**config.mk**
```make
export PLATFORM = sky130hd
export DESIGN_NAME = alut_addr_checker_p
export DESIGN_NICKNAME = d
export VERILOG_FILES = /design/src/rtl/alut_pkg.sv /design/src/rtl/alut_hash_fold.sv /design/src/rtl/alut_addr_checker_p.sv
export SDC_FILE = /design/constraint.sdc
export NUM_CORES = 1
export LEC_CHECK = 0
export BUFFER_PORTS_ARGS = -buffer_cell sky130_fd_sc_hd__clkbuf_2
export CORE_AREA = 2 2 176 178
export DETAILED_ROUTE_END_ITERATION = 10
export DIE_AREA = 0 0 178 180
export GPL_TIMING_DRIVEN = 0
export PLACE_DENSITY = 0.69
export SLEW_MARGIN = 25
export SYNTH_ARGS = -nofsm -noshare
export SYNTH_HDL_FRONTEND = slang
export SYNTH_HIERARCHICAL = 1
export SYNTH_SLANG_ARGS = --single-unit
```
**constraint.sdc**
```tcl
create_clock -name pclk -period 2.6 [get_ports pclk]
set_input_delay 0.26 -clock pclk [delete_from_list [all_inputs] [get_ports pclk]]
set_output_delay 0.26 -clock pclk [all_outputs]
set_load 0.01 [all_outputs]
```
**src/rtl/alut_pkg.sv**
```systemverilog
// Shared types for the ALUT address checker: FSM states, command code
// and table-entry field offsets for the {valid,time,port,addr} word.
package alut_pkg;

    typedef enum logic [2:0] {
        IDLE,
        MAC_CHK,
        RD_DST,
        EVAL_DST,
        RD_SRC,
        EVAL_SRC,
        WR_SRC,
        DONE
    } state_t;

    localparam logic [1:0] CMD_CHECK = 2'b01;

    function automatic int port_lsb(input int addr_w);
        return addr_w;
    endfunction

    function automatic int time_lsb(input int addr_w, input int port_w);
        return addr_w + port_w;
    endfunction

    function automatic int valid_bit(input int addr_w, input int port_w,
                                     input int time_w);
        return addr_w + port_w + time_w;
    endfunction

endpackage

```
**src/rtl/alut_hash_fold.sv**
```systemverilog
// XOR-fold of an address into HASH_W-bit chunks; the top chunk is
// zero-padded when ADDR_W is not a multiple of HASH_W.
module alut_hash_fold #(
    parameter int ADDR_W = 48,
    parameter int HASH_W = 8
) (
    input  logic [ADDR_W-1:0] addr,
    output logic [HASH_W-1:0] hash
);

    localparam int NCH   = (ADDR_W + HASH_W - 1) / HASH_W;
    localparam int PAD_W = NCH * HASH_W;

    logic [PAD_W-1:0] padded;

    always_comb begin
        padded = '0;
        padded[ADDR_W-1:0] = addr;
        hash = '0;
        for (int i = 0; i < NCH; i++) begin
            hash = hash ^ padded[i*HASH_W +: HASH_W];
        end
    end

endmodule

```
**src/rtl/alut_addr_checker_p.sv**
```systemverilog
// ALUT destination lookup and source learning with inline age check.
// Optional ALUT_BCAST_EN: broadcast destinations skip the table lookup.
module alut_addr_checker_p
    import alut_pkg::*;
#(
    parameter int ADDR_W    = 48,
    parameter int NUM_PORTS = 4,
    parameter int HASH_W    = 8,
    parameter int TIME_W    = 32,
    parameter int PORT_W    = $clog2(NUM_PORTS),
    parameter int ENTRY_W   = 1 + TIME_W + PORT_W + ADDR_W
) (
    input  logic                 pclk,
    input  logic                 n_p_reset,
    input  logic [1:0]           command,
    input  logic [ADDR_W-1:0]    mac_addr,
    input  logic [ADDR_W-1:0]    d_addr,
    input  logic [ADDR_W-1:0]    s_addr,
    input  logic [PORT_W-1:0]    s_port,
    input  logic [TIME_W-1:0]    curr_time,
    input  logic [TIME_W-1:0]    max_age,
    input  logic                 clear_reused,
    input  logic [ENTRY_W-1:0]   mem_rdata,
    output logic [NUM_PORTS:0]   d_port,
    output logic                 done,
    output logic                 add_check_active,
    output logic                 cmd_dropped,
    output logic [HASH_W-1:0]    mem_addr,
    output logic                 mem_we,
    output logic [ENTRY_W-1:0]   mem_wdata,
    output logic                 reused,
    output logic [ADDR_W-1:0]    lst_inv_addr,
    output logic [PORT_W-1:0]    lst_inv_port
);

    localparam int P_LSB = port_lsb(ADDR_W);
    localparam int T_LSB = time_lsb(ADDR_W, PORT_W);
    localparam int V_BIT = valid_bit(ADDR_W, PORT_W, TIME_W);

    localparam logic [NUM_PORTS:0] ALL_PORTS = {1'b0, {NUM_PORTS{1'b1}}};
    localparam logic [NUM_PORTS:0] CPU_PORT  = {1'b1, {NUM_PORTS{1'b0}}};
    localparam logic [NUM_PORTS:0] ONE       = {{NUM_PORTS{1'b0}}, 1'b1};

    state_t state, next_state;

    logic [HASH_W-1:0]  d_hash, s_hash;
    logic [HASH_W-1:0]  nxt_addr;
    logic               nxt_we;
    logic               rd_valid;
    logic [ADDR_W-1:0]  rd_addr;
    logic [PORT_W-1:0]  rd_port;
    logic [TIME_W-1:0]  rd_time;
    logic [TIME_W-1:0]  age;
    logic               hit;
    logic               mac_hit;
    logic               bcast;
    logic [NUM_PORTS:0] own_bit;
    logic [NUM_PORTS:0] flood;
    logic [NUM_PORTS:0] hit_port;

    alut_hash_fold #(.ADDR_W(ADDR_W), .HASH_W(HASH_W)) u_hash_d (
        .addr (d_addr),
        .hash (d_hash)
    );

    alut_hash_fold #(.ADDR_W(ADDR_W), .HASH_W(HASH_W)) u_hash_s (
        .addr (s_addr),
        .hash (s_hash)
    );

    assign rd_valid = mem_rdata[V_BIT];
    assign rd_addr  = mem_rdata[ADDR_W-1:0];
    assign rd_port  = mem_rdata[P_LSB +: PORT_W];
    assign rd_time  = mem_rdata[T_LSB +: TIME_W];

    // Modular difference keeps the age correct across curr_time wrap
    assign age      = curr_time - rd_time;
    assign hit      = rd_valid && (rd_addr == d_addr) && (age <= max_age);
    assign mac_hit  = (d_addr == mac_addr);
    assign bcast    = &d_addr;
    assign own_bit  = ONE << s_port;
    assign flood    = ALL_PORTS & ~own_bit;
    assign hit_port = ALL_PORTS & (ONE << rd_port) & ~own_bit;

    assign add_check_active = (state != IDLE);

    always_comb begin
        next_state = state;
        unique case (state)
            IDLE:     if (command == CMD_CHECK) next_state = MAC_CHK;
            MAC_CHK: begin
                if (mac_hit) next_state = DONE;
`ifdef ALUT_BCAST_EN
                else if (bcast) next_state = RD_SRC;
`endif
                else next_state = RD_DST;
            end
            RD_DST:   next_state = EVAL_DST;
            EVAL_DST: next_state = RD_SRC;
            RD_SRC:   next_state = EVAL_SRC;
            EVAL_SRC: next_state = WR_SRC;
            WR_SRC:   next_state = DONE;
            DONE:     next_state = IDLE;
            default:  next_state = IDLE;
        endcase
    end

    // Memory controls are registered from the next state so they are
    // stable for the whole cycle the FSM spends in that state
    always_comb begin
        nxt_addr = d_hash;
        nxt_we   = 1'b0;
        unique case (next_state)
            RD_SRC:  nxt_addr = s_hash;
            WR_SRC: begin
                nxt_addr = s_hash;
                nxt_we   = 1'b1;
            end
            default: nxt_addr = d_hash;
        endcase
    end

    always_ff @(posedge pclk or negedge n_p_reset) begin
        if (!n_p_reset) begin
            state        <= IDLE;
            d_port       <= ALL_PORTS;
            done         <= 1'b0;
            cmd_dropped  <= 1'b0;
            reused       <= 1'b0;
            lst_inv_addr <= '0;
            lst_inv_port <= '0;
            mem_addr     <= '0;
            mem_we       <= 1'b0;
            mem_wdata    <= '0;
        end else begin
            state       <= next_state;
            done        <= (state == DONE);
            cmd_dropped <= (state != IDLE) && (command == CMD_CHECK);
            mem_addr    <= nxt_addr;
            mem_we      <= nxt_we;
            mem_wdata   <= {1'b1, curr_time, s_port, s_addr};

            if (state == MAC_CHK) begin
                if (mac_hit) d_port <= CPU_PORT;
`ifdef ALUT_BCAST_EN
                else if (bcast) d_port <= flood;
`endif
            end
            if (state == EVAL_DST) d_port <= hit ? hit_port : flood;

            if (state == EVAL_SRC && rd_valid && rd_addr != s_addr) begin
                reused       <= 1'b1;
                lst_inv_addr <= rd_addr;
                lst_inv_port <= rd_port;
            end else if (clear_reused) begin
                reused <= 1'b0;
            end
        end
    end

endmodule

```
==> results of run 1 <==
==> logic make-up (layout without fill, tap and decap cells) <==
family,after synthesis,in the layout,synth area share
AO/OA/AOI/OAI,140,140,0.09614
XOR/XNOR,222,222,0.2337
adder cells (fa/ha/maj),64,64,0.08269
buffers and inverters,101,662,0.03943
flip-flops,153,153,0.3922
multiplexers,58,58,0.06682
other,1,2,0.0003837
AND/OR/NAND/NOR,163,163,0.08858
==> metal layers <==
layer / track usage / part of all wire / up-vias
li1: - / - / 4204
met1: 0.2584 / 0.37 / 4364
met2: 0.4557 / 0.52 / 395
met3: 0.04569 / 0.061 / 69
met4: 0.1197 / 0.048 / 0
met5: 0 / 0 / -
==> power by group <==
group | switching (mW) | leakage, nW | internal [mW]
combinational | 2.02 | 5.05 | 1.85
clock | 1.18 | 0.311 | 1.56
sequential | 0.289 | 1.80 | 3.01
==> cell usage after synthesis (all sizes together), types with 2 or more instances <==
cell type | instances | share of area
dfstp | 4 | 0.011
a211oi | 4 | 0.0041
o22ai | 5 | 0.0032
nor3 | 5 | 0.0026
nor2b | 10 | 0.0064
o211ai | 4 | 0.0031
clkbuf | 6 | 0.0023
mux2 | 58 | 0.067
o21a | 7 | 0.0054
dfrtp | 149 | 0.38
xnor3 | 16 | 0.037
or3 | 2 | 0.0013
a221oi | 2 | 0.0024
nand3 | 8 | 0.0041
a21oi | 41 | 0.021
a21boi | 2 | 0.0015
xor2 | 49 | 0.044
xnor2 | 157 | 0.15
nor2 | 30 | 0.012
o2bb2ai | 2 | 0.0018
inv | 89 | 0.034
or2 | 2 | 0.0013
and3 | 6 | 0.0038
buf | 6 | 0.0029
nand2b | 13 | 0.0083
a21o | 21 | 0.016
and4 | 3 | 0.0027
ha | 63 | 0.081
o31a | 2 | 0.0018
nor4 | 19 | 0.012
o21bai | 4 | 0.0031
a22oi | 2 | 0.0015
o21ai | 28 | 0.015
nand4 | 34 | 0.022
o41ai | 3 | 0.0042
nand2 | 29 | 0.011
o2111ai | 2 | 0.0018
==> sequential cells by signal, summed over array words and instances, names as in the netlist <==
name,count
mem_wdata,83
lst_inv_addr,48
mem_addr,8
d_port,5
state,3
lst_inv_port,2
cmd_dropped,1
done,1
mem_we,1
reused,1
==> worst max-delay path, cell delays in order <==
cell       delay, ns
clkbuf_2        0.11
ha_4            0.16
fa_2            0.37
nor2b_4         0.16
o31ai_4         0.08
a31o_4          0.24
a211oi_4        0.30
o21ai_2         0.14
a21oi_2         0.22
o41ai_2         0.09
xnor2_1         0.15
ha_1            0.29
nand4_1         0.10
buf_6           0.15
nor4_4          0.28
nand4_1         0.14
buf_6           0.16
nand3_4         0.08
o2111ai_4       0.17
a21oi_2         0.21
o21ai_1         0.09
==> final timing paths <==
| kind | start | endpoint | cells past startpoint |
|---|---|---|---|
| setup / recovery | mem_rdata[50] | d_port[3] | 21 |
| hold / removal | s_addr[40] | mem_wdata[40] | 1 |
| setup reg to reg | state[0] | lst_inv_addr[38] | 6 |
| hold reg to reg | d_port[1] | d_port[1] | 2 |
| max in group asynchronous | n_p_reset | lst_inv_addr[39] | 3 |
| min in group asynchronous | n_p_reset | mem_wdata[70] | 2 |
==> per-stage QoR <==
| step | setup slack [ns] | TNS, ns | hold slack (ns) | power, mW | util |
|---|---|---|---|---|---|
| after floorplan | -0.8087 | -3.211 | -0.03559 | 5.340 | - |
| after global placement | -1.950 | -258.90 | 0.3885 | 6.929 | 0.4155 |
| after detailed placement | -1.982 | -47.24 | 0.3210 | 7.010 | 0.4167 |
| after CTS | -1.108 | -4.361 | 0.0001441 | 9.902 | 0.4665 |
| after global routing | -1.158 | -4.567 | 0.002342 | 10.42 | 0.4760 |
| final | -0.9919 | -3.916 | 0.01911 | 9.906 | 0.4760 |
==> timing repair <==
| item | CTS | global route |
|---|---|---|
| hold buffers | 70 | 1 |
| setup endpoints to repair | 55 | 4 |
| setup buffers | 6 | 6 |
| hold endpoints to repair | 145 | 1 |
| pin swaps | 18 | 11 |
| resized for setup | 24 | 45 |
==> area by class of cell <==
cell class / instances / area, um^2 / area share
antenna: 1 / 2.502 / 0.0001742
tap: 396 / 495.5 / 0.03448
buffer: 9 / 42.54 / 0.002961
timing repair buffer: 532 / 3113 / 0.2166
multi-input combinational: 648 / 5909 / 0.4113
clock inverter: 14 / 203.9 / 0.01419
inverter: 89 / 339.1 / 0.02360
sequential: 153 / 3834 / 0.2668
clock buffer: 18 / 429.2 / 0.02987
==> results_dict.tcl, run 1 <==
set metrics [dict create \
    clock-sinks 153 \
    grt_max_degree 78 \
    slew_headroom 0.3547 \
    clk_latency_ns 0.43 \
    fin_ws_ns -0.9919 \
    nets 1812 \
    drv_cap 0 \
    grt_overflow_total 0 \
    dpl.cell_count 1747 \
    leakage_nw 7.167 \
    final_common_cell "clkbuf_2" \
    violations "negative setup slack" \
    wirelength_um 39800 \
    port_buffers 448 \
    grt_pass1_wl_um 56950 \
    htreeDepth 4 \
    cts_tree "yes" \
    first_pass_iters 4 \
    post_drt_wl_per_cell_um 21.40 \
    synth_edf_count 0 \
    ys_seq_elements 153 \
    fin_cells 1860 \
    clk_pin_slew_ns 0.07 \
    drtAntennaViolNets 0 \
    syn_nets 1264 \
    fin_crit_sh 1.381 \
    regToRegSetupSlack_ns 0.20 \
    ys_seq_area_frac 0.3922 \
    synth-main-ff-cell "dfrtp_1" \
    via_count 9032 \
    placed_area_mm2 0.01258 \
    tightest_slew_ns 0.9590 \
    status "finished, violations left" \
    synthDistinctLibCells 60 \
    arrival_ns 3.96 \
    drive_above_1_share 0.4299 \
    gp_congestion 0.8893 \
    root_buffer "clkbuf_16" \
    layout_common_cells "clkbuf_2, dfrtp_1, xnor2_1" \
    fmax_ghz 0.2784 \
    pin_count 449 \
    dieArea_mm2 0.03204 \
    antenna_found_initial 1 \
    finClkSkew_ns 0.008421 \
    syn-instance-count 902 \
    async_flop_share 1.000 \
    numCtsBuffers 17 \
    crit_fanout 4 \
    finalSetupViolCount 4 \
    stdcell_area_mm2 0.01437 \
    peakVddDrop_v 0.0003496 \
    die_w_um 178 \
    nFillCells 2790 \
    clk_path_buf_depth 2 \
    rsz0062_at_grt "yes" \
    synth_warnings 6 \
    hold_violations 0 \
    power.density_mw_per_mm2 689.4 \
    criticalPathCategory "primary input to register" \
    die_h_um 180 \
    drc_errors 0 \
    initial_core_util 0.3238 \
    avgViaCountPerCell 4.856 \
    fin_crit_ns 3.592 \
    avgSynthCellArea_um2 10.84 \
    area_growth_pct 47.00 \
    required_ns 2.96 \
    core_region_area_mm2 0.03019 \
    dpl.hpwl_um 32210 \
    syn-cell-area_mm2 0.009774 \
    start_kind "primary input" \
    rows 64 \
    drv_slew 0 \
    endpoint_kind "register" \
    grt_usage 0.2439 \
    grt_pass1_vias 9586 \
    initialDrtViolationCount 443 \
    holdCritPathClass "primary input to register" \
]
Power figures use the tool's default switching activity.
==> inputs of run 2 (changes only) <==
--- a/config.mk
+++ b/config.mk
@@ -5,12 +5,14 @@
 export SDC_FILE = /design/constraint.sdc
 export NUM_CORES = 1
 export LEC_CHECK = 0
+export ABC_CLOCK_PERIOD_IN_PS = 2600
 export BUFFER_PORTS_ARGS = -buffer_cell sky130_fd_sc_hd__clkbuf_2
 export CORE_AREA = 2 2 176 178
 export DETAILED_ROUTE_END_ITERATION = 10
 export DIE_AREA = 0 0 178 180
 export GPL_TIMING_DRIVEN = 0
 export PLACE_DENSITY = 0.69
+export SKIP_CTS_REPAIR_TIMING = 1
 export SLEW_MARGIN = 25
 export SYNTH_ARGS = -nofsm -noshare
 export SYNTH_HDL_FRONTEND = slang
==> run 2 against run 1 <==
Compared with the run above:
- the run still ends with negative setup slack left
- final cell count down 0.38%
- routed wire length shrank 0.74%
- flip-flop and latch count stayed put
- hold slack better by 0.0024 ns
- clock power barely moved
- clock-buffer cell count stayed put
- largest power group unchanged
==> results_dict.tcl, run 2 (same netlist as run 1, synthesis figures left out) <==
set metrics [dict create \
    clk_pin_slew_ns 0.08 \
    core_region_area_mm2 0.03019 \
    cpLargestDelayFamily "compound AO/OA/AOI/OAI gates" \
    internal-power_mw 6.376 \
    htreeDepth 4 \
    drc_errors 0 \
    post_drt_wl_per_cell_um 21.32 \
    dpl.cell_count 1747 \
    final_common_cell "clkbuf_2" \
    fin_crit_sh 1.481 \
    reg2reg_from "state[0]" \
    grt_usage 0.2364 \
    placed_area_mm2 0.01258 \
    endpoint_kind "register" \
    clock-sinks 153 \
    via_count 8997 \
    largest_register_ffs 83 \
    nFillCells 2815 \
    wirelength_um 39500 \
    area_growth_pct 44.30 \
    first_pass_iters 5 \
    path_cells "buf_8 -> inv_4 -> ha_4 -> fa_2 -> nor2b_4 -> o31ai_4 -> a31o_2 -> a211oi_4 -> o21ai_2 -> a21oi_2 -> o41ai_1 -> xnor2_1 -> ha_1 -> nand4_1 -> nor4_4 -> nand4_1 -> nand2_1 -> o2111ai_4 -> a21oi_2 -> o21ai_1" \
    hold_start "s_addr[40]" \
    gp_congestion 0.8893 \
    p_clk_frac 0.278 \
    rsz0062_at_grt "yes" \
    seqPwrFrac 0.335 \
    rows 64 \
    p_comb_frac 0.386 \
    root_buffer "clkbuf_16" \
    grt_overflow_total 0 \
    grt_max_degree 78 \
    criticalPathCategory "primary input to register" \
    post-route-util 0.4672 \
    clk_path_buf_depth 2 \
    arrival_ns 4.22 \
    dieArea_mm2 0.03204 \
    pin_count 449 \
    violations "negative setup slack" \
    crit_fanout 4 \
    p_switching_mw 3.460 \
    hold_violations 0 \
    slew_headroom 0.3547 \
    clk_latency_ns 0.43 \
    min_to "mem_wdata[40]" \
    finalSetupViolCount 4 \
    fin_cells 1853 \
    cts_tree "yes" \
    peakVddDrop_v 0.0003489 \
    fmax_ghz 0.2596 \
    antenna_found_initial 1 \
    leakage_nw 7.093 \
    initialDrtViolationCount 389 \
    avgViaCountPerCell 4.855 \
    switching_share 0.3518 \
    drv_slew 0 \
    dpl.hpwl_um 32210 \
    reg_top3 "mem_wdata (83), lst_inv_addr (48), mem_addr (8)" \
    top_register "mem_wdata" \
    power.density_mw_per_mm2 697.3 \
    drtAntennaViolNets 0 \
    min_path_cells 1 \
    tightest_slew_ns 0.9591 \
    holdCritPathClass "primary input to register" \
    critical_path.max_stage_delay_ns 0.42 \
    required_ns 2.96 \
    stdcell_area_mm2 0.01410 \
    slowest_stage "fa_2" \
    fin_ws_ns -1.252 \
    setup_tns_ns -4.967 \
    grt_pass1_vias 9129 \
    fin_crit_ns 3.852 \
    start_kind "primary input" \
    die_w_um 178 \
    drive_above_1_share 0.4107 \
    numCtsBuffers 17 \
    status "finished, violations left" \
    port_buffers 448 \
    layout_common_cells "clkbuf_2, dfrtp_1, xnor2_1" \
    reg2reg_depth 6 \
    drv_cap 0 \
    grt_pass1_wl_um 54980 \
    nets 1805 \
    finClkSkew_ns 0.007863 \
    r2r-end "lst_inv_addr[38]" \
    initial_core_util 0.3238 \
    regToRegSetupSlack_ns 0.24 \
    worst-path-buf-inv 2 \
    pre_cts_ws_ns -1.982 \
    die_h_um 180 \
]
[run 2: cell count changes in the layout (fill, tap and decap cells not counted), sizes merged]
cell / change
clkbuf: +4
buf: -11
[run 2: power by group through the flow]
| stage | Combinational [mW] | Clock [mW] | Sequential, mW |
|---|---|---|---|
| 6_report | 3.80 | 2.74 | 3.30 |
| 5_1_grt | 4.10 | 2.90 | 3.36 |
| 4_1_cts | 3.69 | 2.80 | 3.29 |
| 3_5_place_dp | 3.68 | 0 | 3.33 |
| 3_3_place_gp | 3.62 | 0 | 3.31 |
| 2_1_floorplan | 1.74 | 0 | 3.60 |
[run 2: worst max path at each step]
stage	from	end	slack [ns]	cells after the start
detailed placement	curr_time[0]	d_port[3]	-1.98	20
global placement	curr_time[0]	d_port[2]	-1.95	20
floorplan	curr_time[4]	d_port[3]	-0.81	17
finish	curr_time[0]	d_port[3]	-1.25	20
CTS	curr_time[0]	d_port[3]	-1.53	20
global route	curr_time[0]	d_port[2]	-1.43	20
[run 2: layer usage]
metal	routed length, um	global-route usage	part of all wire
met1	14320	0.2528	0.36
met5	0	0	0
met4	2017	0.1187	0.051
met3	2575	0.04653	0.065
met2	20580	0.4360	0.52
[run 2: through the flow]
step | hold WS, ns | power, mW
finish | 0.02152 | 9.835
global route | 0.002366 | 10.37
CTS | -0.1511 | 9.781
detailed placement | 0.3210 | 7.010
global placement | 0.3885 | 6.929
floorplan | -0.03559 | 5.340
[run 2: final cells by class]
type | count | area (um^2) | area share
clock inverter | 14 | 203.9 | 0.01446
tap | 396 | 495.5 | 0.03513
timing repair buffer | 522 | 3020 | 0.2141
buffer | 12 | 53.80 | 0.003814
multi-input combinational | 648 | 5727 | 0.4060
antenna | 1 | 2.502 | 0.0001774
clock buffer | 18 | 429.2 | 0.03043
inverter | 89 | 339.1 | 0.02404
sequential | 153 | 3834 | 0.2718
==> inputs of run 3 (changes only) <==
==> constraint.sdc (replaced) <==
create_clock -name pclk -period 2.6 [get_ports pclk]
set_input_delay 0.13 -clock pclk [delete_from_list [all_inputs] [get_ports pclk]]
set_output_delay 0.13 -clock pclk [all_outputs]
set_load 0.01 [all_outputs]
==> run 3 against run 2 <==
Compared with the run above:
- the flow still finishes with violations (negative setup slack)
- design area grew 1.6%
- routed wire length grew 1.2%
- clock-buffer cell count is the same
- via count grew 1.7%
- critical path depth is the same
- utilization grew 0.73 points
- sequential share of layout area shrank 0.42 points
- clock power is essentially flat
- first-iteration DRC count grew 9.3%
- register-to-register slack is essentially flat
- flip-flop and latch count is the same
- critical path type unchanged
- largest cell class unchanged
==> results_dict.tcl, run 3 (same netlist as run 1, synthesis figures left out) <==
set metrics [dict create \
    crit_fanout 4 \
    initialDrtViolationCount 425 \
    die_h_um 180 \
    first_pass_iters 5 \
    violations "negative setup slack" \
    rows 64 \
    holdCritPathClass "primary input to register" \
    via_count 9153 \
    avgViaCountPerCell 4.882 \
    grt_usage 0.2364 \
    drive_above_1_share 0.4046 \
    clk_path_buf_depth 2 \
    dieArea_mm2 0.03204 \
    fmax_ghz 0.2695 \
    nets 1827 \
    drtAntennaViolNets 0 \
    port_buffers 448 \
    reg_top3 "mem_wdata (83), lst_inv_addr (48), mem_addr (8)" \
    criticalPathCategory "primary input to register" \
    drv_cap 0 \
    numCtsBuffers 17 \
    dpl.cell_count 1747 \
    largest_register_ffs 83 \
    pin_count 449 \
    gp_congestion 0.8893 \
    fin_crit_sh 1.427 \
    final_common_cell "clkbuf_2" \
    core_region_area_mm2 0.03019 \
    grt_pass1_wl_um 54980 \
    drv_slew 0 \
    regArea_mm2 0.003834 \
    endpoint_kind "register" \
    hold_start "command[0]" \
    holdWs_ns 0.005250 \
    grt_max_degree 78 \
    root_buffer "clkbuf_16" \
    multi_input_area_mm2 0.005727 \
    arrival_ns 4.08 \
    drc_errors 0 \
    setup_tns_ns -5.030 \
    antenna_found_initial 1 \
    critical_path.startpoint "curr_time[0]" \
    grt_overflow_total 0 \
    clk_pin_slew_ns 0.08 \
    htreeDepth 4 \
    peakVddDrop_v 0.0003467 \
    die_w_um 178 \
    top_register "mem_wdata" \
    total_power_mw 9.880 \
    power.density_mw_per_mm2 689.7 \
    finalSetupViolCount 37 \
    tightest_slew_ns 0.9615 \
    start_kind "primary input" \
    clock-sinks 153 \
    cts_tree "yes" \
    clk_latency_ns 0.43 \
    nFillCells 2799 \
    rsz0062_at_grt "yes" \
    initial_core_util 0.3238 \
    layout_common_cells "clkbuf_2, dfrtp_1, xnor2_1" \
    leakage_nw 7.185 \
    required_ns 2.96 \
    fin_cells 1875 \
    fin_ws_ns -1.111 \
    slew_headroom 0.3531 \
    pre_cts_ws_ns -1.852 \
    status "finished, violations left" \
    wirelength_um 39990 \
    reg2reg_from "state[0]" \
    grt_pass1_vias 9129 \
    fin_crit_ns 3.711 \
    area_growth_pct 46.56 \
    finClkSkew_ns 0.008021 \
    post_drt_wl_per_cell_um 21.33 \
    dpl.hpwl_um 32210 \
    hold_violations 0 \
]
[run 3: final cells by class]
cell class | instances | share of cell area
Antenna cell | 1 | 0.0001747
Clock buffer | 18 | 0.02996
Clock inverter | 14 | 0.01424
Multi-Input combinational cell | 648 | 0.3998
Tap cell | 396 | 0.03459
Sequential cell | 153 | 0.2676
Inverter | 89 | 0.02367
Timing Repair Buffer | 544 | 0.2262
Buffer | 12 | 0.003756
[run 3: routing by layer]
| metal | GRT usage | part of all wire | up-vias | wire length, um |
|---|---|---|---|---|
| met5 | 0 | 0 | - | 0 |
| met4 | 0.1187 | 0.050 | 0 | 1999 |
| met3 | 0.04653 | 0.064 | 78 | 2554 |
| met2 | 0.4360 | 0.52 | 423 | 20790 |
| met1 | 0.2528 | 0.37 | 4407 | 14640 |
| li1 | - | - | 4245 | - |
[run 3: final timing paths]
check | cells after the start | slack [ns] | end
min | 3 | 0.005 | cmd_dropped
max reg2reg | 6 | 0.23 | lst_inv_addr[38]
max in group asynchronous | 3 | 1.46 | lst_inv_addr[39]
min in group asynchronous | 2 | 0.28 | mem_wdata[70]
max | 20 | -1.11 | d_port[3]
min reg2reg | 2 | 0.48 | d_port[1]
[run 3: where the power goes]
part | switching, mW | total, mW | internal (mW)
combinational | 2.01 | 3.83 | 1.83
sequential | 0.293 | 3.30 | 3.01
clock | 1.18 | 2.75 | 1.56
[run 3: through the flow]
stage | area, um^2 | util
floorplan | 9806 | -
global placement | 12540 | 0.4155
detailed placement | 12580 | 0.4167
CTS | 13210 | 0.4377
global route | 14330 | 0.4745
finish | 14330 | 0.4745
[run 3: critical path: stages]
cell	delay, ns
buf_8	0.08
inv_4	0.03
ha_4	0.16
fa_2	0.42
nor2b_4	0.16
o31ai_4	0.09
a31o_2	0.27
a211oi_4	0.34
o21ai_2	0.14
a21oi_2	0.20
o41ai_1	0.11
xnor2_1	0.15
ha_1	0.30
nand4_1	0.28
nor4_4	0.27
nand4_1	0.25
nand2_1	0.18
o2111ai_4	0.20
a21oi_2	0.22
o21ai_1	0.07
